File: src/rtl/mtp_issue_sched.sv
// mtp_issue_sched: multi-threaded issue scheduler.
// Per-thread packet FIFOs feed a round-robin arbiter. The arbiter loads a single
// registered valid/ready issue stage that drives the shared execution unit.
// Optional build macro: MTP_HI_PRIO_EN. When it is defined, a hi_prio input is
// added and eligible high-priority threads are served before the rest. Both
// groups share one round-robin pointer.
module mtp_issue_sched #(
    parameter int NUM_THREADS  = 4,
    parameter int BUFF_DEPTH   = 4,
    parameter int OPCODE_WIDTH = 32,
    localparam int TID_W       = $clog2(NUM_THREADS)
) (
    input  logic                                clk,
    input  logic                                reset,
    input  logic [NUM_THREADS-1:0]              thread_en,
    input  logic [NUM_THREADS-1:0]              flush,
    input  logic [NUM_THREADS-1:0]              opcode_vld,
    input  logic [NUM_THREADS*OPCODE_WIDTH-1:0] opcode0,
    input  logic [NUM_THREADS*OPCODE_WIDTH-1:0] opcode1,
`ifdef MTP_HI_PRIO_EN
    input  logic [NUM_THREADS-1:0]              hi_prio,
`endif
    input  logic                                issue_ready,
    output logic [NUM_THREADS-1:0]              inst_buff_full,
    output logic                                issue_vld,
    output logic [TID_W-1:0]                    issue_tid,
    output logic [OPCODE_WIDTH-1:0]             issue_opcode0,
    output logic [OPCODE_WIDTH-1:0]             issue_opcode1
);

    localparam int PTR_W = $clog2(BUFF_DEPTH);
    localparam int CNT_W = PTR_W + 1;

    logic [NUM_THREADS-1:0]  w_push;
    logic [NUM_THREADS-1:0]  w_pop;
    logic [NUM_THREADS-1:0]  w_elig;
    logic [NUM_THREADS-1:0]  w_req;
    logic [OPCODE_WIDTH-1:0] w_head_op0 [NUM_THREADS];
    logic [OPCODE_WIDTH-1:0] w_head_op1 [NUM_THREADS];

    logic                    w_grant_vld;
    logic [TID_W-1:0]        w_grant_tid;
    logic                    w_load;
    logic                    w_squash;
    int                      w_sum;
    logic [TID_W-1:0]        w_idx;

    logic [TID_W-1:0]        r_rr_ptr;
    logic                    r_issue_vld;
    logic [TID_W-1:0]        r_issue_tid;
    logic [OPCODE_WIDTH-1:0] r_issue_op0;
    logic [OPCODE_WIDTH-1:0] r_issue_op1;

    // Per-thread packet FIFO: storage, pointers, occupancy and a registered full flag.
    for (genvar t = 0; t < NUM_THREADS; t++) begin : g_thr
        logic [OPCODE_WIDTH-1:0] r_mem0 [BUFF_DEPTH];
        logic [OPCODE_WIDTH-1:0] r_mem1 [BUFF_DEPTH];
        logic [PTR_W-1:0]        r_wptr;
        logic [PTR_W-1:0]        r_rptr;
        logic [CNT_W-1:0]        r_count;
        logic                    r_full;
        logic [CNT_W-1:0]        w_count_nxt;

        // A flushed thread takes no push this cycle and is kept out of arbitration.
        assign w_push[t]      = opcode_vld[t] && !r_full && !flush[t];
        assign w_elig[t]      = thread_en[t] && (r_count != '0) && !flush[t];
        assign w_pop[t]       = w_load && (w_grant_tid == TID_W'(t));
        assign w_count_nxt    = r_count + CNT_W'(w_push[t]) - CNT_W'(w_pop[t]);
        assign w_head_op0[t]  = r_mem0[r_rptr];
        assign w_head_op1[t]  = r_mem1[r_rptr];
        assign inst_buff_full[t] = r_full;

        // Packet storage carries no reset; validity comes only from the pointers and count.
        always_ff @(posedge clk) begin
            if (w_push[t]) begin
                r_mem0[r_wptr] <= opcode0[t*OPCODE_WIDTH +: OPCODE_WIDTH];
                r_mem1[r_wptr] <= opcode1[t*OPCODE_WIDTH +: OPCODE_WIDTH];
            end
        end

        // Pointers wrap naturally at BUFF_DEPTH. A flush empties the FIFO in one edge.
        always_ff @(posedge clk or negedge reset) begin
            if (!reset) begin
                r_wptr  <= '0;
                r_rptr  <= '0;
                r_count <= '0;
                r_full  <= 1'b0;
            end else if (flush[t]) begin
                r_wptr  <= '0;
                r_rptr  <= '0;
                r_count <= '0;
                r_full  <= 1'b0;
            end else begin
                if (w_push[t]) r_wptr <= r_wptr + PTR_W'(1);
                if (w_pop[t])  r_rptr <= r_rptr + PTR_W'(1);
                r_count <= w_count_nxt;
                r_full  <= (w_count_nxt == CNT_W'(BUFF_DEPTH));
            end
        end
    end

    // Request vector: with the priority build, high-priority eligible threads mask the rest.
`ifdef MTP_HI_PRIO_EN
    logic [NUM_THREADS-1:0] w_hi_req;
    assign w_hi_req = w_elig & hi_prio;
    assign w_req    = (|w_hi_req) ? w_hi_req : w_elig;
`else
    assign w_req    = w_elig;
`endif

    // Round-robin pick starting at r_rr_ptr. The scan runs downward so that the
    // closest requester in rotation order is the one that sticks.
    always_comb begin
        w_grant_vld = 1'b0;
        w_grant_tid = '0;
        w_sum       = 0;
        w_idx       = '0;
        for (int i = NUM_THREADS - 1; i >= 0; i--) begin
            w_sum = int'(r_rr_ptr) + i;
            if (w_sum >= NUM_THREADS) w_sum = w_sum - NUM_THREADS;
            w_idx = TID_W'(w_sum);
            if (w_req[w_idx]) begin
                w_grant_vld = 1'b1;
                w_grant_tid = w_idx;
            end
        end
    end

    assign w_load   = (!r_issue_vld || issue_ready) && w_grant_vld;
    assign w_squash = flush[r_issue_tid];

    // The pointer moves past the granted thread only when the output register loads.
    always_ff @(posedge clk or negedge reset) begin
        if (!reset) begin
            r_rr_ptr <= '0;
        end else if (w_load) begin
            r_rr_ptr <= (w_grant_tid == TID_W'(NUM_THREADS - 1)) ? '0 : w_grant_tid + TID_W'(1);
        end
    end

    // Issue register: load on a free slot, clear after a transfer, or squash a
    // held packet whose thread is flushed while the consumer is stalled.
    always_ff @(posedge clk or negedge reset) begin
        if (!reset) begin
            r_issue_vld <= 1'b0;
            r_issue_tid <= '0;
            r_issue_op0 <= '0;
            r_issue_op1 <= '0;
        end else if (w_load) begin
            r_issue_vld <= 1'b1;
            r_issue_tid <= w_grant_tid;
            r_issue_op0 <= w_head_op0[w_grant_tid];
            r_issue_op1 <= w_head_op1[w_grant_tid];
        end else if (r_issue_vld && (issue_ready || w_squash)) begin
            r_issue_vld <= 1'b0;
        end
    end

    assign issue_vld     = r_issue_vld;
    assign issue_tid     = r_issue_tid;
    assign issue_opcode0 = r_issue_op0;
    assign issue_opcode1 = r_issue_op1;

endmodule
File: config.mk
export PLATFORM = sky130hd
export DESIGN_NAME = mtp_issue_sched
export DESIGN_NICKNAME = d
export VERILOG_FILES = /design/src/rtl/mtp_issue_sched.sv
export SDC_FILE = /design/constraint.sdc
export NUM_CORES = 1
export LEC_CHECK = 0
export CAP_MARGIN = 20
export CORE_AREA = 2 2 210 367
export CTS_BUF_LIST = sky130_fd_sc_hd__clkbuf_4 sky130_fd_sc_hd__clkbuf_8 sky130_fd_sc_hd__clkbuf_16
export CTS_CLUSTER_DIAMETER = 50
export DETAILED_ROUTE_END_ITERATION = 10
export DIE_AREA = 0 0 212 369
export PLACE_DENSITY = 0.79
export SLEW_MARGIN = 40
export SYNTH_ARGS = -nofsm -noshare
export SYNTH_HDL_FRONTEND = slang
export SYNTH_SLANG_ARGS = --single-unit
export TNS_END_PERCENT = 50
File: constraint.sdc
create_clock -name clk -period 4 [get_ports clk]
set_input_delay 0.8 -clock clk [delete_from_list [all_inputs] [get_ports clk]]
set_output_delay 0.8 -clock clk [all_outputs]
set_load 0.05 [all_outputs]
==> impl_results.html <==
<table>
<tr><th>Metric</th><th>Value</th></tr>
<tr><th colspan="2">Global routing</th></tr>
<tr><td>GRT Total Usage</td><td>0.268</td></tr>
<tr><td>Pin count of the biggest net entering global routing</td><td>between 100 and 150</td></tr>
<tr><td>Number of antenna violations at the first check in global routing</td><td>31</td></tr>
<tr><td>Vias in the first global route</td><td>23200</td></tr>
<tr><td>First-pass GRT wire length</td><td>roughly 150 mm</td></tr>
<tr><td>Remaining global-route overflow</td><td>0</td></tr>
<tr><th colspan="2">Synth</th></tr>
<tr><td>Synth cell types</td><td>45</td></tr>
<tr><td>Number of enable flip-flop cells after synthesis</td><td>just over 1000</td></tr>
<tr><td>Post-synthesis cell type with the largest combined area</td><td>edfxtp_1</td></tr>
<tr><td>Flip-flop and latch count after synthesis</td><td>1125</td></tr>
<tr><td>Syn Std Cell Area</td><td>43200 µm²</td></tr>
<tr><td>Gate count after technology mapping</td><td>2132</td></tr>
<tr><td>Number of warnings reported in the yosys synthesis log</td><td>0</td></tr>
<tr><td>Fraction of synthesized cell area taken by the top area cell type</td><td>0.711</td></tr>
<tr><td>Nets in the synthesized netlist</td><td>2432</td></tr>
<tr><td>Top area cells in the synthesized netlist</td><td>edfxtp_1 71%, mux4_2 13%, dfrtp_1 5.8%</td></tr>
<tr><td>Share of the yosys chip area belonging to registers</td><td>0.770</td></tr>
<tr><td>Share of synthesized registers carrying an async set or reset</td><td>0.0898</td></tr>
<tr><td>Average instance area after synthesis</td><td>20.3 µm²</td></tr>
<tr><td>Top FF cell, synth</td><td>edfxtp_1</td></tr>
<tr><th colspan="2">Power and ir drop</th></tr>
<tr><td>Maximum resistive drop on vdd</td><td>496 µV</td></tr>
<tr><td>P per Cell Area</td><td>599 nW/µm²</td></tr>
<tr><td>Static power due to leakage</td><td>17.0 nW</td></tr>
<tr><td>Final Total Pwr</td><td>31.0 mW</td></tr>
<tr><th colspan="2">Timing</th></tr>
<tr><td>Final-report hold violation count</td><td>0</td></tr>
<tr><td>Number of max-slew violations in the final report</td><td>0</td></tr>
<tr><td>Shortest clock period the worst path allows after layout</td><td>3.59 ns</td></tr>
<tr><td>Tightest slew margin relative to the limit</td><td>0.423</td></tr>
<tr><td>Worst Max-Slew Pin Slew</td><td>about 0.87 ns</td></tr>
<tr><td>Final setup fails</td><td>0</td></tr>
<tr><td>Post-route fraction of the period consumed by the critical path</td><td>0.898</td></tr>
<tr><td>Max Clock Skew</td><td>0.0296 ns</td></tr>
<tr><td>Setup repair after global routing missed its margin</td><td>false</td></tr>
<tr><td>Highest Clock Rate</td><td>278 MHz</td></tr>
<tr><td>Setup TNS</td><td>0 ns</td></tr>
<tr><th colspan="2">Placement</th></tr>
<tr><td>Count of input and output buffers</td><td>341</td></tr>
<tr><td>Post-detail-place hpwl</td><td>approximately 67 mm</td></tr>
<tr><td>GP Congestion</td><td>around 0.85</td></tr>
<tr><th colspan="2">Final layout</th></tr>
<tr><td>Leading cell type in the layout, fill and taps excluded</td><td>edfxtp_1</td></tr>
<tr><td>Area used by multi-input combinational logic</td><td>9350 µm²</td></tr>
<tr><td>Register area</td><td>33300 µm²</td></tr>
<tr><td>Most frequent cells in the layout</td><td>1024 x edfxtp_1, 340 x clkdlybuf4s50_1, 263 x nand2_1</td></tr>
<tr><td>Number of filler instances in the final layout</td><td>4602</td></tr>
<tr><td>Layout cell share with drive strength beyond 1</td><td>0.212</td></tr>
<tr><td>Signed area change from the synthesized netlist to the final layout</td><td>19.9%</td></tr>
<tr><td>Net count, final</td><td>2832</td></tr>
<tr><th colspan="2">Critical path</th></tr>
<tr><td>Required time of the worst setup path</td><td>approximately 4.5 ns</td></tr>
<tr><td>CP most frequent cell</td><td>ha_1</td></tr>
<tr><td>Crit path kind</td><td>input port to flop</td></tr>
<tr><td>Setup slack of the worst register-to-register path</td><td>0.45 ns</td></tr>
<tr><td>Start of the worst register-to-register path</td><td>g_thr[2].r_count[1]$_DFF_PN0_</td></tr>
<tr><td>Ordered list of cells on the worst path</td><td>clkdlybuf4s50_1 &gt; or3b_2 &gt; a2bb2oi_1 &gt; o211ai_4 &gt; inv_6 &gt; ha_1 &gt; and2_1 &gt; ha_1 &gt; inv_1 &gt; ha_1 &gt; inv_1 &gt; fa_1 &gt; xor2_1 &gt; xnor2_1 &gt; nor4b_1</td></tr>
<tr><td>CP bufs+invs</td><td>4</td></tr>
<tr><td>Critical Path Fanout Max</td><td>5</td></tr>
<tr><td>FF-to-FF End</td><td>g_thr[3].r_full$_DFF_PN0_</td></tr>
<tr><td>Cell family with the largest share of critical-path delay</td><td>adder cells</td></tr>
<tr><td>Arr. time, crit path</td><td>4.13 ns</td></tr>
<tr><td>Reg2reg path depth</td><td>15</td></tr>
<tr><td>Slowest cell on the critical path</td><td>or3b_2</td></tr>
<tr><td>Longest individual stage delay on the worst path</td><td>between 0.4 and 0.5 ns</td></tr>
<tr><td>Crit path launch type</td><td>input port</td></tr>
<tr><td>Critical path capture point type</td><td>flop</td></tr>
<tr><th colspan="2">Clock tree</th></tr>
<tr><td>CTS max path bufs</td><td>3</td></tr>
<tr><td>Clock sinks</td><td>approximately 1100</td></tr>
<tr><td>Resized Gates After CTS</td><td>0</td></tr>
<tr><td>Root Buffer Master</td><td>clkbuf_16</td></tr>
<tr><td>CTS tree</td><td>built</td></tr>
<tr><td>Post-CTS setup buffer count</td><td>0</td></tr>
<tr><td>Quantity of hold-fixing buffers added after cts</td><td>0</td></tr>
<tr><td>Clock-pin slew of the registers on the worst-case setup and hold paths</td><td>0.07 ns</td></tr>
<tr><td>Latest clock arrival within the worst-skew pair</td><td>between 0.6 and 0.7 ns</td></tr>
<tr><td>H-tree levels</td><td>3</td></tr>
<tr><td>Number of clock buffers inserted by TritonCTS</td><td>93</td></tr>
<tr><th colspan="2">Status</th></tr>
<tr><td>Status</td><td>finished, final reports clean</td></tr>
<tr><th colspan="2">Die</th></tr>
<tr><td>Cell row count</td><td>~130</td></tr>
<tr><td>Die footprint</td><td>78200 µm²</td></tr>
<tr><td>Width of the die</td><td>~210 µm</td></tr>
<tr><td>Top-Level Pins</td><td>342</td></tr>
<tr><td>Area of the core</td><td>75100 µm²</td></tr>
<tr><td>Y dimension of the die</td><td>369 µm</td></tr>
<tr><td>Initial core utilization</td><td>0.576</td></tr>
<tr><th colspan="2">Route</th></tr>
<tr><td>Post-Route WL</td><td>102 mm</td></tr>
<tr><td>DRC violation total after the first TritonRoute iteration</td><td>2437</td></tr>
<tr><td>Vias</td><td>22300</td></tr>
<tr><td>Remaining number of nets flagged by the antenna check after routing</td><td>0</td></tr>
<tr><td>Drt wl/cell</td><td>28.1 µm</td></tr>
<tr><td>Number of vias per cell</td><td>6.11</td></tr>
<tr><td>Total iterations of the first detailed-routing run</td><td>5</td></tr>
<tr><td>Final routed DRC violation total</td><td>0</td></tr>
<tr><th colspan="2">Worst hold path</th></tr>
<tr><td>Hold crit path type</td><td>input port to async pin</td></tr>
<tr><th colspan="2">Flow run</th></tr>
<tr><td>Number of maximum-capacitance constraint violations</td><td>0</td></tr>
</table>
-- cells in the mapped netlist, types with 6 or more instances --
master	n
a22o_1	64
a31oi_1	64
and2_1	17
buf_2	56
buf_4	14
clkbuf_1	48
dfrtp_1	101
edfxtp_1	1024
ha_1	25
inv_1	23
mux2i_1	6
mux4_2	257
nand2_1	263
nand2b_1	10
nand3_1	65
nor2_1	27
nor2b_1	7
xnor2_1	11
-- sequential cells by signal (all words and copies together) (netlist names) --
| register | count |
|---|---|
| g_thr.r_count | 12 |
| g_thr.r_full | 4 |
| g_thr.r_mem0 | 512 |
| g_thr.r_mem1 | 512 |
| g_thr.r_rptr | 8 |
| g_thr.r_wptr | 8 |
| issue_opcode0 | 32 |
| issue_opcode1 | 32 |
| issue_tid | 2 |
| issue_vld | 1 |
| r_rr_ptr | 2 |
-- kinds of logic (layout without fill, tap and decap cells) --
| logic type | count (synthesis) | count (layout) | synth area share |
|---|---|---|---|
| muxes | 263 | 263 | 0.135 |
| buffers and inverters | 147 | 627 | 0.0156 |
| AOI/OAI and AO/OA | 145 | 145 | 0.0259 |
| xor gates and xnor gates | 16 | 16 | 0.00324 |
| and+or+nand+nor | 407 | 407 | 0.0412 |
| adders and majority gates | 29 | 29 | 0.00909 |
| other | 0 | 20 | 0 |
| DFF | 1125 | 1125 | 0.770 |
-- layer usage --
metal	GRT usage	wire, µm	vias up
met3	0.0670	9600	172
met2	0.427	50700	1059
met5	0	219	-
met4	0.0987	3390	32
li1	-	-	9414
met1	0.364	38500	11600
-- report_power, final --
| part | switching, mW | internal (mW) | total [mW] |
|---|---|---|---|
| combinational | 4.05 | 2.73 | 6.78 |
| clock | 4.10 | 5.61 | 9.71 |
| sequential | 0.654 | 13.9 | 14.6 |
| total | 8.80 | 22.2 | 31.0 |
-- cell type report --
class,count,share of cell area
diodes,20,0.000965
clock buffers,134,0.0532
clock inverters,41,0.0109
inverters,25,0.00191
multi-input cells,860,0.180
flip-flops and latches,1125,0.643
well taps,1012,0.0244
repair buffers,427,0.0858
-- worst max path at each step --
stage	start	to	slack (ns)	cells past startpoint
floorplan	flush[2]	g_thr[3].r_full$_DFF_PN0_	0.25	16
global placement	flush[2]	g_thr[3].r_full$_DFF_PN0_	-0.03	16
detailed placement	flush[1]	g_thr[3].r_full$_DFF_PN0_	-0.22	15
CTS	g_thr[2].r_count[1]$_DFF_PN0_	g_thr[3].r_full$_DFF_PN0_	0.44	15
global route	g_thr[2].r_count[1]$_DFF_PN0_	g_thr[3].r_full$_DFF_PN0_	0.20	15
finish	flush[1]	g_thr[3].r_full$_DFF_PN0_	0.41	15
-- worst register-to-register path, cell delays in order (launching register included) --
cell	delay, ns
dfrtp_1	0.43
nor3_1	0.50
nor3_1	0.16
o32ai_4	0.30
nand2_4	0.09
inv_2	0.08
ha_1	0.15
and2_1	0.15
ha_1	0.23
inv_1	0.07
ha_1	0.15
inv_1	0.07
fa_1	0.40
xor2_1	0.16
xnor2_1	0.14
nor4b_1	0.33
-- metrics by stage --
step,util,cell area [µm²],instances,worst slack (ns),hold slack (ns)
after CTS,0.689,51700,3622,0.443,0.171
final,0.691,51800,3644,0.409,0.148
after floorplan,-,43200,2132,0.246,0.504
after detailed placement,0.645,48400,3447,-0.224,0.492
after global placement,0.645,48400,3446,-0.0281,0.491
after global routing,0.690,51800,3637,0.203,0.192
No activity file was read; power rests on OpenSTA's default activity.
==> edit 1: new RTL, same flow settings <==
Reset style: synchronous (`reset`), changed in 3 clocked blocks.
--- a/src/rtl/mtp_issue_sched.sv
+++ b/src/rtl/mtp_issue_sched.sv
@@ -79,7 +79,7 @@
         end
 
         // Pointers wrap naturally at BUFF_DEPTH. A flush empties the FIFO in one edge.
-        always_ff @(posedge clk or negedge reset) begin
+        always_ff @(posedge clk) begin
             if (!reset) begin
                 r_wptr  <= '0;
                 r_rptr  <= '0;
@@ -130,7 +130,7 @@
     assign w_squash = flush[r_issue_tid];
 
     // The pointer moves past the granted thread only when the output register loads.
-    always_ff @(posedge clk or negedge reset) begin
+    always_ff @(posedge clk) begin
         if (!reset) begin
             r_rr_ptr <= '0;
         end else if (w_load) begin
@@ -140,7 +140,7 @@
 
     // Issue register: load on a free slot, clear after a transfer, or squash a
     // held packet whose thread is flushed while the consumer is stalled.
-    always_ff @(posedge clk or negedge reset) begin
+    always_ff @(posedge clk) begin
         if (!reset) begin
             r_issue_vld <= 1'b0;
             r_issue_tid <= '0;
Behaviour: differs if reset is asserted again (counterexample within 4 cycles, from zero or initial values and one cycle with reset low); with reset held inactive, the same outputs for 4 cycles.
==> edit 1 against the original RTL <==
  * Sequential cell count is 8 higher
  * Setup slack better by 0.21 ns
  * Clock skew fell by 0.0075 ns
  * Synthesized cell count decreased by 8.3%
  * Maximum frequency rose by 6.3%
  * Final area decreased by 0.16%
  * Core utilization is 0.11 points lower
  * Routed wire length rose by 2.9%
  * Area after synthesis down 0.99%
  * First-iteration DRC count decreased by 13%
  * Critical path type unchanged
Power is not compared: it rests on default switching activity, and its combinational part moved more than twofold at a synthesized area within 25%.
==> edit 1: results (changes against the original RTL) <==
metric,value,unit,change
Post-CTS Resized,0,,unchanged
Crit path max-delay family,simple AND/OR/NAND/NOR gates,,
Clock Latency Late Sink,0.69,ns,
Layout fillers,4552,,-1.1%
max incr delay on CP,0.47,ns,-0.02 ns
vias in the first global route,22664,,-2.1%
worst min-delay path class,reg -> reg,,
layout cell share with drive strength beyond 1,22.72,%,+1.6 points
Leak,16.15,nW,
"CTS clk-pin slew, worst paths",0.07,ns,about the same
Largest regs,"g_thr.r_mem0 (512), g_thr.r_mem1 (512)",,
root buf cell,clkbuf_16,,
Routed Antenna Nets,0,,unchanged
Total GRT Usage,27.56,%,+0.73 points
status,"finished, final reports clean",,
most instantiated cells after synthesis,"1,024 x edfxtp_1, 257 x mux4_2, 129 x mux2i_1",,
placed insts,3296,,-4.4%
max_slew headroom,45.86,%,+3.6 points
nets,2684,,-5.2%
vias per std cell,6.091,,-0.34%
HPWL after DPL,69480,um,+3.0%
slowest CP cell,clkdlybuf4s50_1,,
H-tree levels,3,,unchanged
PortBufs,341,,unchanged
CP max FO,4,,-1
DR iter-0 viols,2114,,-13%
Syn Nets,2254,,-7.3%
global-route wire length before repair,152100,um,+0.39%
initial antenna violation count,34,,+9.7%
Crit path arrival time,3.97,ns,-0.16 ns
Setup WS pre-CTS,-0.05038,ns,+0.1738 ns
Setup Skew,0.02204,ns,-0.007524 ns
pin count of the biggest net entering global routing,65,,-36%
final std cells w/o fill,3498,,-4.0%
Post-CTS Setup Inserts,0,,unchanged
TritonRoute pass-1 iters,5,,unchanged
asr flop ratio synth,0,%,-9.0 points
GP Congestion,0.8621,,+1.7%
"Distinct cells, synth",58,,+29%
yosys warns,0,,unchanged
WL/cell,30.12,um,+7.2%
synth top area cells,"edfxtp_1 72%, mux4_2 14%, dfxtp_1 5.1%",,
CTS Buf Count,98,,+5.4%
"Avg Cell Area, Syn",21.91,sq um,+8.0%
Synth Flop Type,edfxtp_1,,
peak supply drop,0.4710,mV,
Clock Path Buffers,3,,unchanged
number of synthesized flops with an enable pin,1024,,unchanged
sequential area share after synthesis,76.93,%,about the same
edit 1: cell types whose count changed in the layout (fill, tap and decap cells not counted), moves of 9 or more:
cell      delta
dfxtp_1    +101
nor2_1       +9
dfrtp_1     -93
nand2_1    -191
mux2i_1    +123
o221ai_1    +63
nand3_1     -63
a31oi_1     -64
a22o_1      -64
edit 1: kinds of logic (layout without fill, tap and decap cells):
kind of cell / count (synthesis) / after routing / share of synthesized area [%]
flip-flops: 1133 / 1133 / 76.93
multiplexers: 386 / 386 / 16.54
AND/OR/NAND/NOR: 168 / 168 / 1.920
buffers and inverters: 129 / 644 / 1.394
AO/OA/AOI/OAI: 91 / 91 / 1.935
adder cells (fa/ha/maj): 29 / 29 / 0.9178
XOR/XNOR: 18 / 18 / 0.3683
other: 0 / 17 / 0
edit 1: where the power goes:
group / total (mW) / internal [mW] / switching (mW)
clock: 10.1 / 5.86 / 4.23
sequential: 13.3 / 13.2 / 0.101
combinational: 1.45 / 0.641 / 0.807
edit 1: final timing paths:
kind | startpoint | to | slack (ns) | cells after the start
worst min-delay path | issue_opcode1[16]$_SDFFE_PN0P_ | issue_opcode1[16]$_SDFFE_PN0P_ | 0.47 | 2
worst max-delay path | flush[3] | g_thr[3].r_full$_SDFF_PP0_ | 0.62 | 13
worst max register to register | g_thr[3].r_count[1]$_SDFF_PP0_ | g_thr[3].r_full$_SDFF_PP0_ | 0.68 | 12
worst min register to register | issue_opcode1[16]$_SDFFE_PN0P_ | issue_opcode1[16]$_SDFFE_PN0P_ | 0.47 | 2
edit 1: routing by layer:
metal	GRT usage, %	wire length (um)
met3	7.334	8901
met4	11.86	4140
met1	31.91	35620
met5	0	253
met2	48.18	56460
edit 1: layout make-up:
| cell class | instances | area [sq um] | share of cell area [%] |
|---|---|---|---|
| antenna | 17 | 42.54 | 0.08220 |
| clock buffer | 136 | 2918 | 5.638 |
| clock inverter | 49 | 590.6 | 1.141 |
| inverter | 30 | 112.6 | 0.2176 |
| multi-input combinational | 692 | 9326 | 18.02 |
| sequential | 1133 | 32960 | 63.69 |
| tap | 1012 | 1266 | 2.447 |
| timing repair buffer | 429 | 4537 | 8.766 |
edit 1: through the flow:
stage	instance area [sq um]	utilization (%)	hold slack, ns
2_1_floorplan	42810	-	0.4734
3_3_place_gp	48140	64.15	0.4488
3_5_place_dp	48200	64.23	0.4519
4_1_cts	51710	68.90	0.4666
5_1_grt	51740	68.94	0.4820
6_report	51750	68.96	0.4680
edit 1: tightest hold or removal path, cell delays in order, from the launching register on:
cell and delay [ns]:
dfxtp_1 0.33, nand2_1 0.05, o221ai_1 0.06
==> edit 2: new RTL, same flow settings <==
Made on the original files. Add a define of `MTP_HI_PRIO_EN`.
--- a/src/rtl/mtp_issue_sched.sv
+++ b/src/rtl/mtp_issue_sched.sv
@@ -4,6 +4,8 @@
 // Optional build macro: MTP_HI_PRIO_EN. When it is defined, a hi_prio input is
 // added and eligible high-priority threads are served before the rest. Both
 // groups share one round-robin pointer.
+`define MTP_HI_PRIO_EN
+
 module mtp_issue_sched #(
     parameter int NUM_THREADS  = 4,
     parameter int BUFF_DEPTH   = 4,
Ports: changed (added hi_prio); port bits go from 342 to 346. No check against the original RTL was run, so the function may have changed too.
==> edit 2 against the original RTL <==
  * Setup slack got worse by 0.25 ns
  * Synthesized cell count fell by 8.9%
  * Sequential cell count did not move
  * Area after synthesis fell by 0.19%
  * Via count fell by 1.1%
  * Total power rose by 9.4%
  * Routed wire length rose by 8.3%
  * Final area rose by 0.87%
==> edit 2: results (changes against the original RTL) <==
metric,value,unit,change
P_clk,9.95,mW,+2.5%
global-route wire length before repair,158800,um,+4.8%
combinational power,9.31,mW,+37%
FF/Latch Area,33310,sq um,about the same
Reg2Reg Depth,16,,+1
met3 global-route usage,7.309,%,+0.61 points
layout cell share with drive strength beyond 1,24.50,%,+3.3 points
GP Congestion,0.8502,,+0.33%
vias in the first global route,23750,,+2.6%
DRT met1 WL,37380,um,-3.0%
CP max FO,4,,-1
Global Route met2 Usage,50.02,%,+7.3 points
fraction of area in multi-input gates,18.13,%,+0.095 points
Syn Nets,2247,,-7.6%
Critical Path Source Type,register,,
"Avg Cell Area, Syn",22.21,sq um,+9.5%
PortBufs,345,,+1.2%
Area after DPL,48730,sq um,+0.62%
reg2reg end,g_thr[2].r_full$_DFF_PN0_,,
invs w/o clock,26,,+4.0%
synthesis-to-layout area growth,21.17,%,
bufs w/o clock,460,,+7.7%
met1 Track Usage GR,33.98,%,-2.4 points
vias per std cell,6.277,,+2.7%
synth top area cells,"edfxtp_1 71%, mux4_2 13%, dfrtp_1 5.9%",,
initial antenna violation count,33,,+6.5%
Layout fillers,4544,,-1.3%
HPWL after DPL,70010,um,+3.8%
status,"finished, final reports clean",,
Crit path arrival time,4.42,ns,+0.29 ns
footprint of the multi-input gates,9479,sq um,+1.4%
R2R Setup Slk,0.16,ns,-0.29 ns
[edit 2: changes by cell type in the layout (fill, tap and decap cells not counted), sizes merged, moves of 13 or more]
cell and change:
a22o -64, a31oi -62, buf +29, clkbuf -17, clkinv +13, mux2i +131
nand2 -188, nand3 -61, o221ai +64
[edit 2: cells by family after synthesis]
group           share of synthesized area (%)
mux                                     16.59
buf+inv                                 1.319
flops                                   77.11
simple gates                            1.809
fa+ha+maj                              0.9104
compound gates                          1.977
xor+xnor                               0.2841
[edit 2: per-stage QoR]
stage / hold slack (ns) / worst slack [ns] / setup TNS, ns
global placement: 0.4716 / -0.3638 / -1.750
detailed placement: 0.4737 / -0.5106 / -3.212
floorplan: 0.5044 / 0.01391 / 0
CTS: 0.1111 / 0.02439 / 0
global route: 0.1537 / -0.09411 / -0.2719
finish: 0.1406 / 0.1633 / 0
[edit 2: critical path: stages (launching register included)]
cell      delay (ns)
dfrtp_2         0.44
or3_4           0.39
and3_4          0.20
buf_4           0.14
o41a_1          0.46
a32oi_4         0.22
buf_4           0.16
o211ai_4        0.09
nor2_2          0.15
ha_1            0.25
inv_1           0.06
ha_1            0.14
inv_1           0.06
fa_1            0.40
xor2_1          0.17
xnor2_1         0.16
nor4b_2         0.25
[edit 2: worst min-delay path by stage]
stage,endpoint,slack (ns),cells after the start
after floorplan,g_thr[0].r_count[0]$_DFF_PN0_,0.50,0
after global placement,issue_opcode1[6]$_DFFE_PN0P_,0.47,2
after detailed placement,issue_opcode1[15]$_DFFE_PN0P_,0.47,2
after CTS,issue_opcode0[13]$_DFFE_PN0P_,0.11,1
after global routing,issue_opcode0[18]$_DFFE_PN0P_,0.15,1
final,issue_opcode0[18]$_DFFE_PN0P_,0.14,1
